[config.mk]
export PLATFORM = sky130hd
export DESIGN_NAME = operand_bypass_stage
export DESIGN_NICKNAME = d
export VERILOG_FILES = /design/src/rtl/operand_bypass_stage_pkg.sv /design/src/rtl/operand_bypass_stage_fwd_mux.sv /design/src/rtl/operand_bypass_stage.sv
export SDC_FILE = /design/constraint.sdc
export NUM_CORES = 1
export LEC_CHECK = 0
export BUFFER_PORTS_ARGS = -buffer_cell sky130_fd_sc_hd__buf_4
export CORE_MARGIN = 10
export CORE_UTILIZATION = 35
export DETAILED_ROUTE_END_ITERATION = 8
export HOLD_SLACK_MARGIN = 0.02
export PLACE_DENSITY = 0.68
export SETUP_SLACK_MARGIN = 0.5
export SLEW_MARGIN = 20
export SYNTH_ARGS = -nofsm -noshare
export SYNTH_HDL_FRONTEND = slang
export SYNTH_SLANG_ARGS = --single-unit
[constraint.sdc]
create_clock -name clk -period 3.1 [get_ports clk]
set_input_delay 0.31 -clock clk [delete_from_list [all_inputs] [get_ports clk]]
set_output_delay 0.31 -clock clk [all_outputs]
set_load 0.005 [all_outputs]
[src/rtl/operand_bypass_stage_pkg.sv]
// Shared opcode/funct definitions and operand-select decode for the
// operand bypass stage. Includes the ANDI/ORI/XORI codes.
package operand_bypass_stage_pkg;

    // Register index width (32 architectural registers)
    localparam int REG_W = 5;

    // Primary opcodes
    localparam logic [5:0] OPC_SPECIAL = 6'h00;
    localparam logic [5:0] OPC_JAL     = 6'h03;
    localparam logic [5:0] OPC_ADDI    = 6'h08;
    localparam logic [5:0] OPC_ADDIU   = 6'h09;
    localparam logic [5:0] OPC_ANDI    = 6'h0C;
    localparam logic [5:0] OPC_ORI     = 6'h0D;
    localparam logic [5:0] OPC_XORI    = 6'h0E;
    localparam logic [5:0] OPC_LUI     = 6'h0F;
    localparam logic [5:0] OPC_LB      = 6'h20;
    localparam logic [5:0] OPC_LW      = 6'h23;
    localparam logic [5:0] OPC_LBU     = 6'h24;
    localparam logic [5:0] OPC_SB      = 6'h28;
    localparam logic [5:0] OPC_SW      = 6'h2B;

    // SPECIAL function codes
    localparam logic [5:0] FUNCT_JALR  = 6'h09;

    // Source selection for operand_1
    typedef enum logic [1:0] {
        OP1_ZERO = 2'd0,
        OP1_LINK = 2'd1,   // return address addr+8
        OP1_RS   = 2'd2
    } op1_sel_e;

    // Source selection for operand_2
    typedef enum logic [2:0] {
        OP2_ZERO  = 3'd0,
        OP2_UPPER = 3'd1,  // {imm,16'b0}
        OP2_SEXT  = 3'd2,
        OP2_ZEXT  = 3'd3,
        OP2_RT    = 3'd4
    } op2_sel_e;

    typedef struct packed {
        op1_sel_e op1;
        op2_sel_e op2;
    } opsel_t;

    // Map opcode/funct to operand sources. Anything not listed yields zeros.
    function automatic opsel_t decode_opsel(input logic [5:0] op,
                                            input logic [5:0] funct);
        opsel_t s;
        s.op1 = OP1_ZERO;
        s.op2 = OP2_ZERO;
        case (op)
            OPC_JAL: begin
                s.op1 = OP1_LINK;
            end
            OPC_SPECIAL: begin
                s.op1 = (funct == FUNCT_JALR) ? OP1_LINK : OP1_RS;
                s.op2 = OP2_RT;
            end
            OPC_ADDI, OPC_ADDIU,
            OPC_LB, OPC_LBU, OPC_LW, OPC_SB, OPC_SW: begin
                s.op1 = OP1_RS;
                s.op2 = OP2_SEXT;
            end
            OPC_ANDI, OPC_ORI, OPC_XORI: begin
                s.op1 = OP1_RS;
                s.op2 = OP2_ZEXT;
            end
            OPC_LUI: begin
                s.op1 = OP1_RS;
                s.op2 = OP2_UPPER;
            end
            default: begin
                s.op1 = OP1_ZERO;
                s.op2 = OP2_ZERO;
            end
        endcase
        return s;
    endfunction

endpackage

[src/rtl/operand_bypass_stage_fwd_mux.sv]
// fwd_mux: priority forward selection for one source register.
// The lowest-index valid source whose destination matches wins; register 0
// is hardwired to zero and never reports a pending forward.
module fwd_mux
    import operand_bypass_stage_pkg::*;
#(
    parameter int DATA_W = 32,
    parameter int FWD_N  = 2
) (
    input  logic [REG_W-1:0]        i_reg_addr,
    input  logic [DATA_W-1:0]       i_rf_data,
    input  logic [FWD_N-1:0]        i_fwd_valid,
    input  logic [FWD_N-1:0]        i_fwd_pending,
    input  logic [FWD_N*REG_W-1:0]  i_fwd_waddr,
    input  logic [FWD_N*DATA_W-1:0] i_fwd_wdata,
    output logic [DATA_W-1:0]       o_data,
    output logic                    o_pending
);

    logic [DATA_W-1:0] w_data;
    logic              w_pending;

    // Scan oldest to youngest so the youngest (lowest index) match overwrites
    always_comb begin
        w_data    = i_rf_data;
        w_pending = 1'b0;
        for (int k = FWD_N - 1; k >= 0; k--) begin
            if (i_fwd_valid[k] && (i_fwd_waddr[k*REG_W +: REG_W] == i_reg_addr)) begin
                w_data    = i_fwd_wdata[k*DATA_W +: DATA_W];
                w_pending = i_fwd_pending[k];
            end
        end
        if (i_reg_addr == '0) begin
            w_data    = '0;
            w_pending = 1'b0;
        end
    end

    assign o_data    = w_data;
    assign o_pending = w_pending;

endmodule

[src/rtl/operand_bypass_stage.sv]
// operand_bypass_stage: resolves rs/rt through the forwarding network,
// builds execute operands from the decoded instruction and registers them
// behind a single valid/ready output slot. Load-use hazards (winning forward
// still pending) stall the input and insert a bubble.
// Optional: define OPERAND_STALL_CNT_EN to add the 32-bit stall_cnt output.
module operand_bypass_stage
    import operand_bypass_stage_pkg::*;
#(
    parameter int DATA_W = 32,
    parameter int ADDR_W = 32,
    parameter int FWD_N  = 2
) (
    input  logic                    clk,
    input  logic                    rst,
    input  logic                    id_valid,
    output logic                    id_ready,
    input  logic [ADDR_W-1:0]       addr,
    input  logic [5:0]              op,
    input  logic [5:0]              funct,
    input  logic [15:0]             imm,
    input  logic [4:0]              rs_addr,
    input  logic [4:0]              rt_addr,
    input  logic [DATA_W-1:0]       reg_data_1,
    input  logic [DATA_W-1:0]       reg_data_2,
    input  logic [FWD_N-1:0]        fwd_valid,
    input  logic [FWD_N-1:0]        fwd_pending,
    input  logic [FWD_N*5-1:0]      fwd_waddr,
    input  logic [FWD_N*DATA_W-1:0] fwd_wdata,
    input  logic                    flush,
    output logic                    ex_valid,
    input  logic                    ex_ready,
    output logic [DATA_W-1:0]       operand_1,
    output logic [DATA_W-1:0]       operand_2
`ifdef OPERAND_STALL_CNT_EN
   ,output logic [31:0]             stall_cnt
`endif
);

    logic [DATA_W-1:0] w_rs_val;
    logic [DATA_W-1:0] w_rt_val;
    logic              w_rs_pend;
    logic              w_rt_pend;
    opsel_t            w_opsel;
    logic [ADDR_W-1:0] w_link;
    logic [DATA_W-1:0] w_op1;
    logic [DATA_W-1:0] w_op2;
    logic              w_hazard;
    logic              w_free;
    logic              w_accept;

    logic              r_ex_valid;
    logic [DATA_W-1:0] r_op1;
    logic [DATA_W-1:0] r_op2;

    // Forward resolution for rs
    fwd_mux #(
        .DATA_W (DATA_W),
        .FWD_N  (FWD_N)
    ) u_fwd_rs (
        .i_reg_addr    (rs_addr),
        .i_rf_data     (reg_data_1),
        .i_fwd_valid   (fwd_valid),
        .i_fwd_pending (fwd_pending),
        .i_fwd_waddr   (fwd_waddr),
        .i_fwd_wdata   (fwd_wdata),
        .o_data        (w_rs_val),
        .o_pending     (w_rs_pend)
    );

    // Forward resolution for rt
    fwd_mux #(
        .DATA_W (DATA_W),
        .FWD_N  (FWD_N)
    ) u_fwd_rt (
        .i_reg_addr    (rt_addr),
        .i_rf_data     (reg_data_2),
        .i_fwd_valid   (fwd_valid),
        .i_fwd_pending (fwd_pending),
        .i_fwd_waddr   (fwd_waddr),
        .i_fwd_wdata   (fwd_wdata),
        .o_data        (w_rt_val),
        .o_pending     (w_rt_pend)
    );

    assign w_opsel = decode_opsel(op, funct);
    assign w_link  = addr + ADDR_W'(8);

    // Operand construction from the selected sources
    always_comb begin
        w_op1 = '0;
        case (w_opsel.op1)
            OP1_LINK: w_op1 = DATA_W'(w_link);
            OP1_RS:   w_op1 = w_rs_val;
            default:  w_op1 = '0;
        endcase

        w_op2 = '0;
        case (w_opsel.op2)
            OP2_UPPER: w_op2 = DATA_W'({imm, 16'b0});
            OP2_SEXT:  w_op2 = {{(DATA_W-16){imm[15]}}, imm};
            OP2_ZEXT:  w_op2 = {{(DATA_W-16){1'b0}}, imm};
            OP2_RT:    w_op2 = w_rt_val;
            default:   w_op2 = '0;
        endcase
    end

    // A pending forward only matters if the instruction actually reads it
    assign w_hazard = ((w_opsel.op1 == OP1_RS) && w_rs_pend) ||
                      ((w_opsel.op2 == OP2_RT) && w_rt_pend);

    assign w_free   = !r_ex_valid || ex_ready;
    assign w_accept = id_valid && w_free && !w_hazard && !flush;
    assign id_ready = w_accept && !rst;

    // Output slot: reset > flush > load; holds while execute backpressures
    always_ff @(posedge clk) begin
        if (rst) begin
            r_ex_valid <= 1'b0;
            r_op1      <= '0;
            r_op2      <= '0;
        end else if (flush) begin
            r_ex_valid <= 1'b0;
        end else if (w_free) begin
            r_ex_valid <= w_accept;
            if (w_accept) begin
                r_op1 <= w_op1;
                r_op2 <= w_op2;
            end
        end
    end

    assign ex_valid  = r_ex_valid;
    assign operand_1 = r_op1;
    assign operand_2 = r_op2;

`ifdef OPERAND_STALL_CNT_EN
    logic [31:0] r_stall_cnt;

    // Saturating count of cycles an instruction waits on a pending forward
    always_ff @(posedge clk) begin
        if (rst) begin
            r_stall_cnt <= '0;
        end else if (id_valid && w_hazard && (r_stall_cnt != '1)) begin
            r_stall_cnt <= r_stall_cnt + 32'd1;
        end
    end

    assign stall_cnt = r_stall_cnt;
`endif

endmodule

After elaboration in Yosys (flattened, before gate mapping)
Cells that the tools add are included.

Output and inout port bits: 66. Bits in read-only memories: 0. Flip-flop bits (word level): 65. RAM bits: 0. Memories kept: 0. Bits in latches: 0.

Multiplexer cells: 17. Reduce and logical (&&, ||, !) cells: 24. Div/mod/pow operators: 0. Bitwise gates (word level): 1. Shifts and indexed selects: 0. $mul: 0. $add $sub $neg: 1. Magnitude comparators: 0. Equal/unequal tests: 23.

Operators by type and width (count): two-way mux 32 bit (6); one-hot mux 32 bit (4 select lines) (1); one-hot mux 32 bit (2 select lines) (1); == test 6 x 4 -> 1 bit, second input constant (7); adder 32 x 4 -> 32 bit, second input constant (1); == test 6 bit, second input constant (5); == test 5 bit (4); one-hot mux 3 bit (4 select lines) (1); OR reduction 11 bit (1); logical AND 1 bit (10); zero test 5 bit (2); OR reduction 7 bit (1); == test 3 x 2 -> 1 bit, second input constant (2); == test 6 x 2 -> 1 bit, second input constant (1); zero test 6 bit (1); two-way mux 1 bit (6); one-hot mux 2 bit (3 select lines) (1); zero test 1 bit (4); == test 3 x 1 -> 1 bit, second input constant (1); == test 3 bit, second input constant (1); AND reduction 3 bit (1); OR reduction 3 bit (1); == test 2 x 1 -> 1 bit, second input constant (1); == test 2 bit, second input constant (1); other kinds (4) (5).

Logic depth before layout (Yosys ltp)
Gate-level depths: netlist (run 1).

Word-level depth: 11. Depth in mapped cells: 14. Mapped depth without buffers: 13.

Cells and area by module
Synthesis (run 1) repeated with hierarchy kept, for this count alone.

Cell total of the unflattened synthesis: 743. Area total of the unflattened synthesis: 6366.1 µm².

By module, submodules not included: operand_bypass_stage (sequential area each 1301.2 µm², area an instance 3751.1 µm², instances 1, cells an instance 381); fwd_mux (sequential area each 0.0 µm², area an instance 1307.5 µm², instances 2, cells an instance 181).

Worst setup path before layout (run 1)
No wires, ideal clock.

Kind: input to register. Start point: input port op[3]. End point: register r_op1[19] (netlist: operand_1[19]). Setup time: 0.079 ns. Data arrival time: 2.253 ns. Cell stages on the path: 14. Path slack: 0.768 ns. Buffers on the path: 1. Cell sequence: nand2b_1 a21oi_1 a21oi_1 o211a_1 o22a_1 inv_1 ha_1 o21ai_0 nor2_1 clkbuf_1 o21ai_0 a21oi_1 a21oi_1 a211oi_2.

Longest elaborated chain between the ends: 10.

Ends and longest elaborated chain: start: declaration (RTL line operand_bypass_stage.sv:18) `input logic [5:0] op,`; == test 6 x 4 -> 1 bit / == test 6 bit (equally long branches) (RTL line operand_bypass_stage_pkg.sv:53) `case (op)`; OR reduction 7 bit (tied with other cells) (RTL line operand_bypass_stage_pkg.sv:53); one-hot mux 3 bit (4 select lines) / one-hot mux 2 bit (3 select lines) (equally long branches) (RTL line operand_bypass_stage_pkg.sv:53); == test 3 bit / == test 2 bit (equally long branches) (RTL line operand_bypass_stage.sv:109, operand_bypass_stage.sv:91, operand_bypass_stage.sv:108); logical AND 1 bit, on equally long branches (RTL line operand_bypass_stage.sv:109, operand_bypass_stage.sv:108); logical OR 1 bit (RTL line operand_bypass_stage.sv:108) `assign w_hazard = ((w_opsel.op1 == OP1_RS) && w_rs_pend) ||`; zero test 1 bit (RTL line operand_bypass_stage.sv:112) `assign w_accept = id_valid && w_free && !w_hazard && !flush;`; logical AND 1 bit (2 in a row) (RTL line operand_bypass_stage.sv:112); AND reduction 3 bit (no source line); end signal: assignment (RTL line operand_bypass_stage.sv:126) `r_op1 <= w_op1;`; end: declaration (RTL line operand_bypass_stage.sv:52) `logic [DATA_W-1:0] r_op1;`.

Several ways; a longest one is shown, not always the timed one. A chain may end at the register's enable or synchronous reset.

Worst setup path in the final report (run 1)
Start point: input port rt_addr[0]. End point: output port id_ready.

Longest elaborated chain between the ends: 11.

Ends and longest elaborated chain: start: declaration (RTL line operand_bypass_stage.sv:22) `input logic [4:0] rt_addr,`; == test 5 bit (RTL line operand_bypass_stage_fwd_mux.sv:28) `if (i_fwd_valid[k] && (i_fwd_waddr[k*REG_W +: REG_W] == i_reg_addr)) begin`; logical AND 1 bit (RTL line operand_bypass_stage_fwd_mux.sv:28); two-way mux 1 bit (2 in a row) (RTL line operand_bypass_stage_fwd_mux.sv:28); two-way mux 1 bit * (RTL line operand_bypass_stage_fwd_mux.sv:33) `if (i_reg_addr == '0) begin`; logical AND 1 bit * (RTL line operand_bypass_stage.sv:109) `((w_opsel.op2 == OP2_RT) && w_rt_pend);`; logical OR 1 bit * (RTL line operand_bypass_stage.sv:108); zero test 1 bit * (RTL line operand_bypass_stage.sv:112); logical AND 1 bit * (2 in a row) (RTL line operand_bypass_stage.sv:112); logical AND 1 bit * (RTL line operand_bypass_stage.sv:113) `assign id_ready = w_accept && !rst;`; end: declaration (RTL line operand_bypass_stage.sv:16) `output logic id_ready,`.

Every way passes the cells marked *; elsewhere a longest branch is shown, timed or not.

==> impl_metrics.env, run 1 <==
export IMPL_drv_cap=0
export IMPL_drtIter0Drc=537
export IMPL_drive_gt1_share_pct=35.76
export IMPL_grt_overflow_total=0
export IMPL_die_h_um=140.7
export IMPL_slew_viol_final=0
export IMPL_internal_power_mw=1.954
export IMPL_htree_levels=3
export IMPL_grt_max_degree=66
export IMPL_core_area_um2=14420
export IMPL_syn_area_um2=5097
export IMPL_cts_buffers=9
export IMPL_critPathMaxFanout=9
export IMPL_hold_path_class="input pin to flip-flop"
export IMPL_pin_count=283
export IMPL_p_per_area_nw_per_um2=349.8
export IMPL_clk_pin_slew_ns=0.05
export IMPL_p_leak_nw=3.721
export IMPL_gp_congestion=0.9381
export IMPL_yosysTopAreaCell="dfxtp_1"
export IMPL_track_usage_pct=23.92
export IMPL_synth_seq_cells=65
export IMPL_synth_area_leaders="dfxtp_1 (26%), a211oi_1 (14%), mux2i_1 (13%), nor2_1 (8.1%), nor3_1 (5.8%)"
export IMPL_timing_slew_headroom_pct=54.25
export IMPL_cts_sinks=65
export IMPL_syn_inst=674
export IMPL_crit_type="input pin to primary output"
export IMPL_n_antenna_cell=0
export IMPL_fin_hold_ws_ns=0.1483
export IMPL_portBuffers=282
export IMPL_ys_async_sr_fraction_pct=0
export IMPL_yosysSeqAreaShare_pct=25.53
export IMPL_yosys_most_used_dff="dfxtp_1"
export IMPL_cts_root_buf="clkbuf_16"
export IMPL_synth_top_area_share_pct=25.53
export IMPL_grt_pass1_vias=6174
export IMPL_place_hpwl_um=19970
export IMPL_syn_avg_cell_area_um2=7.563
export IMPL_hold_viol=0
export IMPL_synth_warnings=0
export IMPL_die_area_um2=19790
export IMPL_rsz0062_at_grt="true"
export IMPL_required_ns=2.79
export IMPL_ant_nets=0
export IMPL_vias=6222
export IMPL_worst_clock_skew_ns=0.008570
export IMPL_p_switching_uw=740.5
export IMPL_start_util_pct=35.34
export IMPL_clkPwrFrac_pct=40.1
export IMPL_wire_per_inst_um=22.42
export IMPL_antenna_found_initial=0
export IMPL_wl_um=25060
export IMPL_synth_nets=894
export IMPL_critPathArrivalTime_ns=2.21
export IMPL_setup_violations=0
export IMPL_cts_buffer_depth=2
export IMPL_finalNetCount=1150
export IMPL_die_width_um=140.7
export IMPL_synth_edff_count=0
export IMPL_grt_pass1_wl_um=37190
export IMPL_insertion_delay_ns=0.34
export IMPL_drcViolationCount=0
export IMPL_power_frac_seq_pct=34.0
export IMPL_area_growth_pct=51.08
export IMPL_setup_tns_final_ns=0
export IMPL_peakVddDrop_mv=0.2360
export IMPL_nFillCells=1455
export IMPL_critPathLaunchType="input pin"
export IMPL_viasPerCell=5.565
export IMPL_netlist_top_cells_count="nor2_1 (110), a211oi_1 (95), dfxtp_1 (65), mux2i_1 (65), nor3_1 (59)"
export IMPL_worst_setup_path_end_kind="primary output"
export IMPL_rows=44
export IMPL_layout_min_cycle_time_ns=2.521
export IMPL_min_period_over_period_pct=81.32
export IMPL_power_frac_comb_pct=25.9
export IMPL_cts_tree="built"
export IMPL_worst_pin_slew_ns=0.6863
export IMPL_p_sw_share_pct=27.49
export IMPL_synthDistinctLibCells=47
export IMPL_firstDrtPassIters=6
export IMPL_outcome="complete, no violations"
export IMPL_yosysMostFrequentCell="nor2_1"
export IMPL_fmax_mhz=396.7
-- stage by stage --
stage	setup slack, ns	cell area (um^2)	utilization, %	instances	power [mW]
final	0.5790	7701	53.39	1118	2.694
after global routing	0.4700	7701	53.39	1118	2.814
after CTS	0.5902	7692	53.33	1118	2.706
after detailed placement	0.2875	7375	51.13	1102	1.622
after global placement	0.3630	7375	51.13	1102	1.618
after floorplan	0.7675	5097	-	674	1.196
-- path summary, 6_finish.rpt --
| kind | from | end | slack [ns] | depth (start not counted) |
|---|---|---|---|---|
| hold reg to reg | operand_1[23] | operand_1[23] | 0.49 | 2 |
| hold / removal | flush | ex_valid | 0.15 | 2 |
| setup / recovery | rt_addr[0] | id_ready | 0.58 | 9 |
| setup reg to reg | ex_valid | operand_2[3] | 1.34 | 7 |
-- worst max-delay path, cell delays in order --
cell and delay, ns:
buf_4 0.13, or4_1 0.58, o211ai_4 0.20, buf_4 0.20, o2111a_1 0.29, o21ai_4 0.09
buf_4 0.17, nor2_1 0.10, buf_4 0.13
-- per-layer routing --
layer	GRT usage [%]	wire, um	up-vias
met5	0	0	-
met3	5.576	2211	29
met4	7.283	512	0
met2	37.93	11630	305
met1	31.38	10710	2905
li1	-	-	2983
-- flip-flops by register name, indices dropped and copies added, names as in the netlist --
signal     cells
ex_valid       1
operand_1     32
operand_2     32
-- logic make-up (layout without fill, tap and decap cells) --
logic type,Yosys count,count (layout),synth area share (%)
xor gates and xnor gates,47,47,8.076
muxes,65,65,12.76
adders and majority gates,3,3,0.7365
DFF,65,65,25.53
buffers and inverters,65,325,6.529
and+or+nand+nor,236,236,21.85
AOI/OAI and AO/OA,193,193,24.52
-- final cells by class --
class,count,area (um^2),share of cell area [%]
Multi-Input combinational cell,544,3507,45.54
Sequential cell,65,1301,16.90
Clock buffer,10,229.0,2.973
Timing Repair Buffer,300,2315,30.06
Inverter,10,37.54,0.4874
Clock inverter,5,81.33,1.056
Tap cell,184,230.2,2.989
-- cells in the final DEF (no fill, tap or decap), drive strengths merged --
cell and count:
a211oi 96, a21oi 53, and2 1, and3 5, and4 2, buf 300, bufinv 2, clkbuf 10
clkinv 2, clkinvlp 1, dfxtp 65, ha 3, inv 10, mux2i 65, nand2 17, nand2b 5
nand3 11, nand4 7, nand4bb 1, nor2 111, nor2b 2, nor3 59, nor4 7, o2111a 1
o211a 1, o211ai 2, o21a 2, o21ai 35, o21bai 1, o22a 1, o22ai 1, or2 1
or3 3, or4 4, xnor2 20, xor2 27
-- timing repair --
item                       4_1_cts  5_1_grt
hold buffers                     0        0
setup endpoints to repair        1       17
buffers inserted                 1        0
pin swaps                        1        0
resized for setup                1        2
-- power by group through the flow --
stage                     registers (mW)  clock network (mW)  logic, mW
after CTS                          0.917                1.10      0.692
after global routing               0.924                1.13      0.755
after global placement             0.933                   0      0.685
after detailed placement           0.934                   0      0.688
final                              0.917                1.08      0.697
after floorplan                    0.935                   0      0.261
No activity file was read; power rests on OpenSTA's default activity.
==> run 2: changes to the inputs <==
PLACE_DENSITY = 0.7   (was 0.68)
clock period = 2.1 ns   (was 3.1 ns; I/O delays follow)
==> impl_metrics.env, run 2 (same netlist as run 1, synthesis figures left out) <==
export IMPL_placed_cell_area_um2=8199
export IMPL_n_antenna_cell=0
export IMPL_clkPwrFrac_pct=36.3
export IMPL_cp_num_buf_inv=5
export IMPL_stdcell_count=1236
export IMPL_postLayoutCoreUtil_pct=66.74
export IMPL_viasPerCell=5.485
export IMPL_peakVddDrop_mv=0.3670
export IMPL_insertion_delay_ns=0.34
export IMPL_finalNetCount=1267
export IMPL_internal_power_mw=3.013
export IMPL_rsz0062_at_grt="true"
export IMPL_slew_viol_final=0
export IMPL_grt_pass1_wl_um=38470
export IMPL_pre_cts_slack_ns=-0.3742
export IMPL_setup_violations=3
export IMPL_fmax_mhz=458.6
export IMPL_placed_cells=1194
export IMPL_p_sw_share_pct=30.28
export IMPL_final_common_cell="buf_4"
export IMPL_cts_root_buf="clkbuf_16"
export IMPL_setup_ws_ns=-0.08045
export IMPL_worstReg2RegEnd="operand_1[24]"
export IMPL_p_per_area_nw_per_um2=448.9
export IMPL_fin_hold_ws_ns=0.04966
export IMPL_grt_overflow_total=0
export IMPL_violations="setup timing"
export IMPL_r2r_slack_ns=0.40
export IMPL_crit_type="input pin to primary output"
export IMPL_layout_min_cycle_time_ns=2.180
export IMPL_layout_common_cells="buf_4 (371), nor2_1 (72), mux2i_1 (65), dfxtp_1 (65), a211oi_1 (62)"
export IMPL_critPathArrivalTime_ns=1.97
export IMPL_power_frac_seq_pct=31.7
export IMPL_pin_count=283
export IMPL_antenna_found_initial=0
export IMPL_hold_viol=0
export IMPL_ant_nets=0
export IMPL_required_ns=1.89
export IMPL_gp_congestion=0.9922
export IMPL_min_path_cells=2
export IMPL_drive_gt1_share_pct=53.90
export IMPL_wire_per_inst_um=22.20
export IMPL_cp_top_family="compound AO/OA/AOI/OAI gates"
export IMPL_outcome="finished with violations"
export IMPL_grtUsageMet3_pct=6.584
export IMPL_wl_um=27440
export IMPL_worst_r2r_path_depth=9
export IMPL_area_growth_pct=88.86
export IMPL_die_width_um=140.7
export IMPL_timing_slew_headroom_pct=51.78
export IMPL_vias=6779
export IMPL_grt_use_met1_pct=30.90
export IMPL_place_hpwl_um=20430
export IMPL_path_cells="buf_8 -> nand2b_4 -> a21oi_4 -> a21oi_2 -> o211a_1 -> o22a_1 -> inv_2 -> ha_4 -> o21ai_4 -> buf_12 -> o21ai_4 -> buf_12 -> nor2_2 -> buf_4"
export IMPL_clk_pin_slew_ns=0.06
export IMPL_worstReg2RegStart="ex_valid"
export IMPL_multi_input_area_um2=4140
export IMPL_critPathMaxFanout=3
export IMPL_drv_cap=0
export IMPL_worst_clock_skew_ns=0.009594
export IMPL_critPathLaunchType="input pin"
export IMPL_die_area_um2=19790
export IMPL_cts_tree="built"
export IMPL_power_frac_comb_pct=31.9
export IMPL_grtUsageMet2_pct=40.44
export IMPL_die_h_um=140.7
export IMPL_cts_buffers=9
export IMPL_grt_max_degree=59
export IMPL_core_area_um2=14420
export IMPL_p_leak_nw=4.524
export IMPL_nFillCells=1176
export IMPL_min_to="ex_valid"
export IMPL_min_period_over_period_pct=103.8
export IMPL_cts_buffer_depth=2
export IMPL_cts_sinks=65
export IMPL_crit_slowest_cell="o211a_1"
export IMPL_seq_area_um2=1301
export IMPL_design_area_um2=9627
export IMPL_p_switching_mw=1.309
export IMPL_htree_levels=3
export IMPL_hold_path_class="input pin to flip-flop"
export IMPL_worst_pin_slew_ns=0.7234
export IMPL_portBuffers=282
export IMPL_track_usage_pct=24.84
export IMPL_worst_setup_path_end_kind="primary output"
export IMPL_drcViolationCount=0
export IMPL_drtIter0Drc=427
export IMPL_start_util_pct=35.34
export IMPL_hp_start="flush"
export IMPL_rows=44
export IMPL_grt_busiest_layer="met2"
export IMPL_firstDrtPassIters=5
export IMPL_cp_slowest_stage_delay_ns=0.21
export IMPL_grt_pass1_vias=6656
-- run 2: how the worst max path moves through the flow --
stage	endpoint	slack [ns]	startpoint	cells past startpoint
3_5_place_dp	operand_1[25]	-0.37	op[3]	15
4_1_cts	id_ready	-0.05	op[3]	14
2_1_floorplan	operand_1[19]	0.12	rt_addr[0]	9
3_3_place_gp	operand_1[25]	-0.31	op[3]	15
5_1_grt	id_ready	-0.16	op[3]	14
6_report	id_ready	-0.08	op[3]	14
-- run 2: stage by stage --
stage / TNS [ns] / total power [mW]
6_report: -0.1043 / 4.321
5_1_grt: -1.695 / 4.469
4_1_cts: -0.1323 / 4.177
3_5_place_dp: -16.89 / 2.502
3_3_place_gp: -14.72 / 2.489
2_1_floorplan: 0 / 1.784
-- run 2: power by group through the flow --
stage / Sequential (mW) / Clock, mW / Combinational [mW]
CTS: 1.36 / 1.57 / 1.25
detailed placement: 1.38 / 0 / 1.13
floorplan: 1.38 / 0 / 0.403
finish: 1.37 / 1.57 / 1.38
global placement: 1.38 / 0 / 1.11
global route: 1.38 / 1.62 / 1.47
-- run 2: timing repair --
action,4_1_cts,5_1_grt
setup endpoints to repair,66,66
cloned,6,5
pin swaps,28,35
hold buffers,0,0
gates resized for setup,91,109
setup buffers,12,3
-- run 2: final cells by class --
cell class | instances | area share, %
inverters | 10 | 0.4679
well taps | 184 | 2.391
clock buffers | 9 | 2.339
repair buffers | 416 | 37.47
flip-flops and latches | 65 | 13.52
clock inverters | 7 | 0.8058
multi-input cells | 545 | 43.01
-- run 2: per-layer routing --
layer	vias up	part of all wire [%]
li1	3226	-
met1	3150	40
met2	354	48
met3	49	9.3
met4	0	2.7
met5	-	0
==> run 3: changes to the inputs <==
CAP_MARGIN = 25   (was unset)
MAX_ROUTING_LAYER = met4   (was unset)
==> impl_metrics.env, run 3 (same netlist as run 1, synthesis figures left out) <==
export IMPL_rsz0062_at_grt="true"
export IMPL_cp_top_family="compound AO/OA/AOI/OAI gates"
export IMPL_critPathArrivalTime_ns=1.93
export IMPL_drtIter0Drc=471
export IMPL_hold_viol=0
export IMPL_worst_setup_path_end_kind="primary output"
export IMPL_worst_pin_slew_ns=0.7997
export IMPL_cp_slowest_stage_delay_ns=0.33
export IMPL_outcome="finished with violations"
export IMPL_slew_viol_final=0
export IMPL_critPathLaunchType="input pin"
export IMPL_min_period_over_period_pct=101.9
export IMPL_setup_violations=4
export IMPL_gp_congestion=0.9640
export IMPL_firstDrtPassIters=5
export IMPL_nFillCells=1272
export IMPL_track_usage_pct=26.15
export IMPL_cts_buffers=9
export IMPL_layout_common_cells="buf_4 (375), nor2_1 (106), mux2i_1 (65), dfxtp_1 (65), nor3_1 (57)"
export IMPL_core_area_um2=14420
export IMPL_cts_sinks=65
export IMPL_wl_um=27100
export IMPL_die_width_um=140.7
export IMPL_grt_overflow_total=0
export IMPL_vias=6821
export IMPL_viasPerCell=5.537
export IMPL_start_util_pct=35.34
export IMPL_cts_buffer_depth=2
export IMPL_peakVddDrop_mv=0.3244
export IMPL_p_per_area_nw_per_um2=450.9
export IMPL_place_hpwl_um=20560
export IMPL_rows=44
export IMPL_cp_num_buf_inv=5
export IMPL_grt_pass1_vias=6930
export IMPL_p_leak_nw=4.443
export IMPL_die_area_um2=19790
export IMPL_required_ns=1.89
export IMPL_fmax_mhz=467.4
export IMPL_layout_min_cycle_time_ns=2.139
export IMPL_setup_ws_ns=-0.03928
export IMPL_antenna_found_initial=0
export IMPL_hold_path_class="input pin to flip-flop"
export IMPL_ant_nets=0
export IMPL_path_cells="buf_4 -> nand2_2 -> or3_4 -> o211a_1 -> o22a_1 -> inv_2 -> ha_4 -> o21ai_4 -> buf_12 -> o21ai_4 -> buf_12 -> nor2_4 -> buf_6"
export IMPL_grt_max_degree=57
export IMPL_cts_tree="built"
export IMPL_crit_type="input pin to primary output"
export IMPL_htree_levels=3
export IMPL_clk_pin_slew_ns=0.06
export IMPL_wire_per_inst_um=22.00
export IMPL_final_common_cell="buf_4"
export IMPL_finalNetCount=1262
export IMPL_cts_root_buf="clkbuf_16"
export IMPL_drive_gt1_share_pct=52.44
export IMPL_portBuffers=282
export IMPL_drv_cap=0
export IMPL_pin_count=283
export IMPL_power_mw=4.223
export IMPL_crit_slowest_cell="or3_4"
export IMPL_drcViolationCount=0
export IMPL_violations="setup timing"
export IMPL_timing_slew_headroom_pct=46.69
export IMPL_fin_hold_ws_ns=0.04865
export IMPL_area_growth_pct=83.73
export IMPL_die_h_um=140.7
export IMPL_worst_clock_skew_ns=0.006210
export IMPL_insertion_delay_ns=0.34
export IMPL_grt_pass1_wl_um=40010
export IMPL_holdBufCountCts=0
export IMPL_critPathMaxFanout=4
[run 3: report_power, final]
group	switching, mW	total [mW]	internal, mW
clock network	0.627	1.56	0.932
logic	0.584	1.31	0.726
registers	0.0441	1.35	1.31
total	1.25	4.22	2.97
[run 3: repair_timing]
action / CTS / global route
gates cloned: 4 / 2
pin swaps: 11 / 19
resized for setup: 124 / 28
buffers inserted: 16 / 5
endpoints found under the setup margin: 66 / 66
[run 3: metrics by stage]
stage	TNS [ns]	util (%)	setup slack [ns]	std cells	area, um^2
finish	-0.05715	64.93	-0.03928	1232	9365
global route	-2.432	64.91	-0.1112	1231	9363
CTS	-0.03310	63.45	-0.03310	1224	9151
detailed placement	-16.31	56.71	-0.3281	1188	8179
global placement	-14.98	56.71	-0.2940	1188	8179
floorplan	0	-	0.1240	674	5219
[run 3: cell type report]
cell class	instances	area, um^2	area share, %
inverters	10	45.04	0.4810
flip-flops and latches	65	1301	13.89
well taps	184	230.2	2.458
clock inverters	7	78.83	0.8417
repair buffers	412	3497	37.34
diodes	1	2.502	0.02672
multi-input cells	544	3985	42.55
clock buffers	9	225.2	2.405
[run 3: path summary, 6_finish.rpt]
kind	cells past startpoint	to	from	slack (ns)
max	13	id_ready	op[0]	-0.04
max reg2reg	9	operand_1[21]	ex_valid	0.39
min reg2reg	2	operand_1[20]	operand_1[20]	0.48
min	2	ex_valid	flush	0.05
[run 3: routing by layer]
layer	GRT usage (%)	vias to the layer above	share of wire, %
met5	-	-	0
met4	9.239	0	3.3
met3	5.979	54	8.0
met2	40.96	370	47
met1	32.35	3188	42
li1	-	3209	-
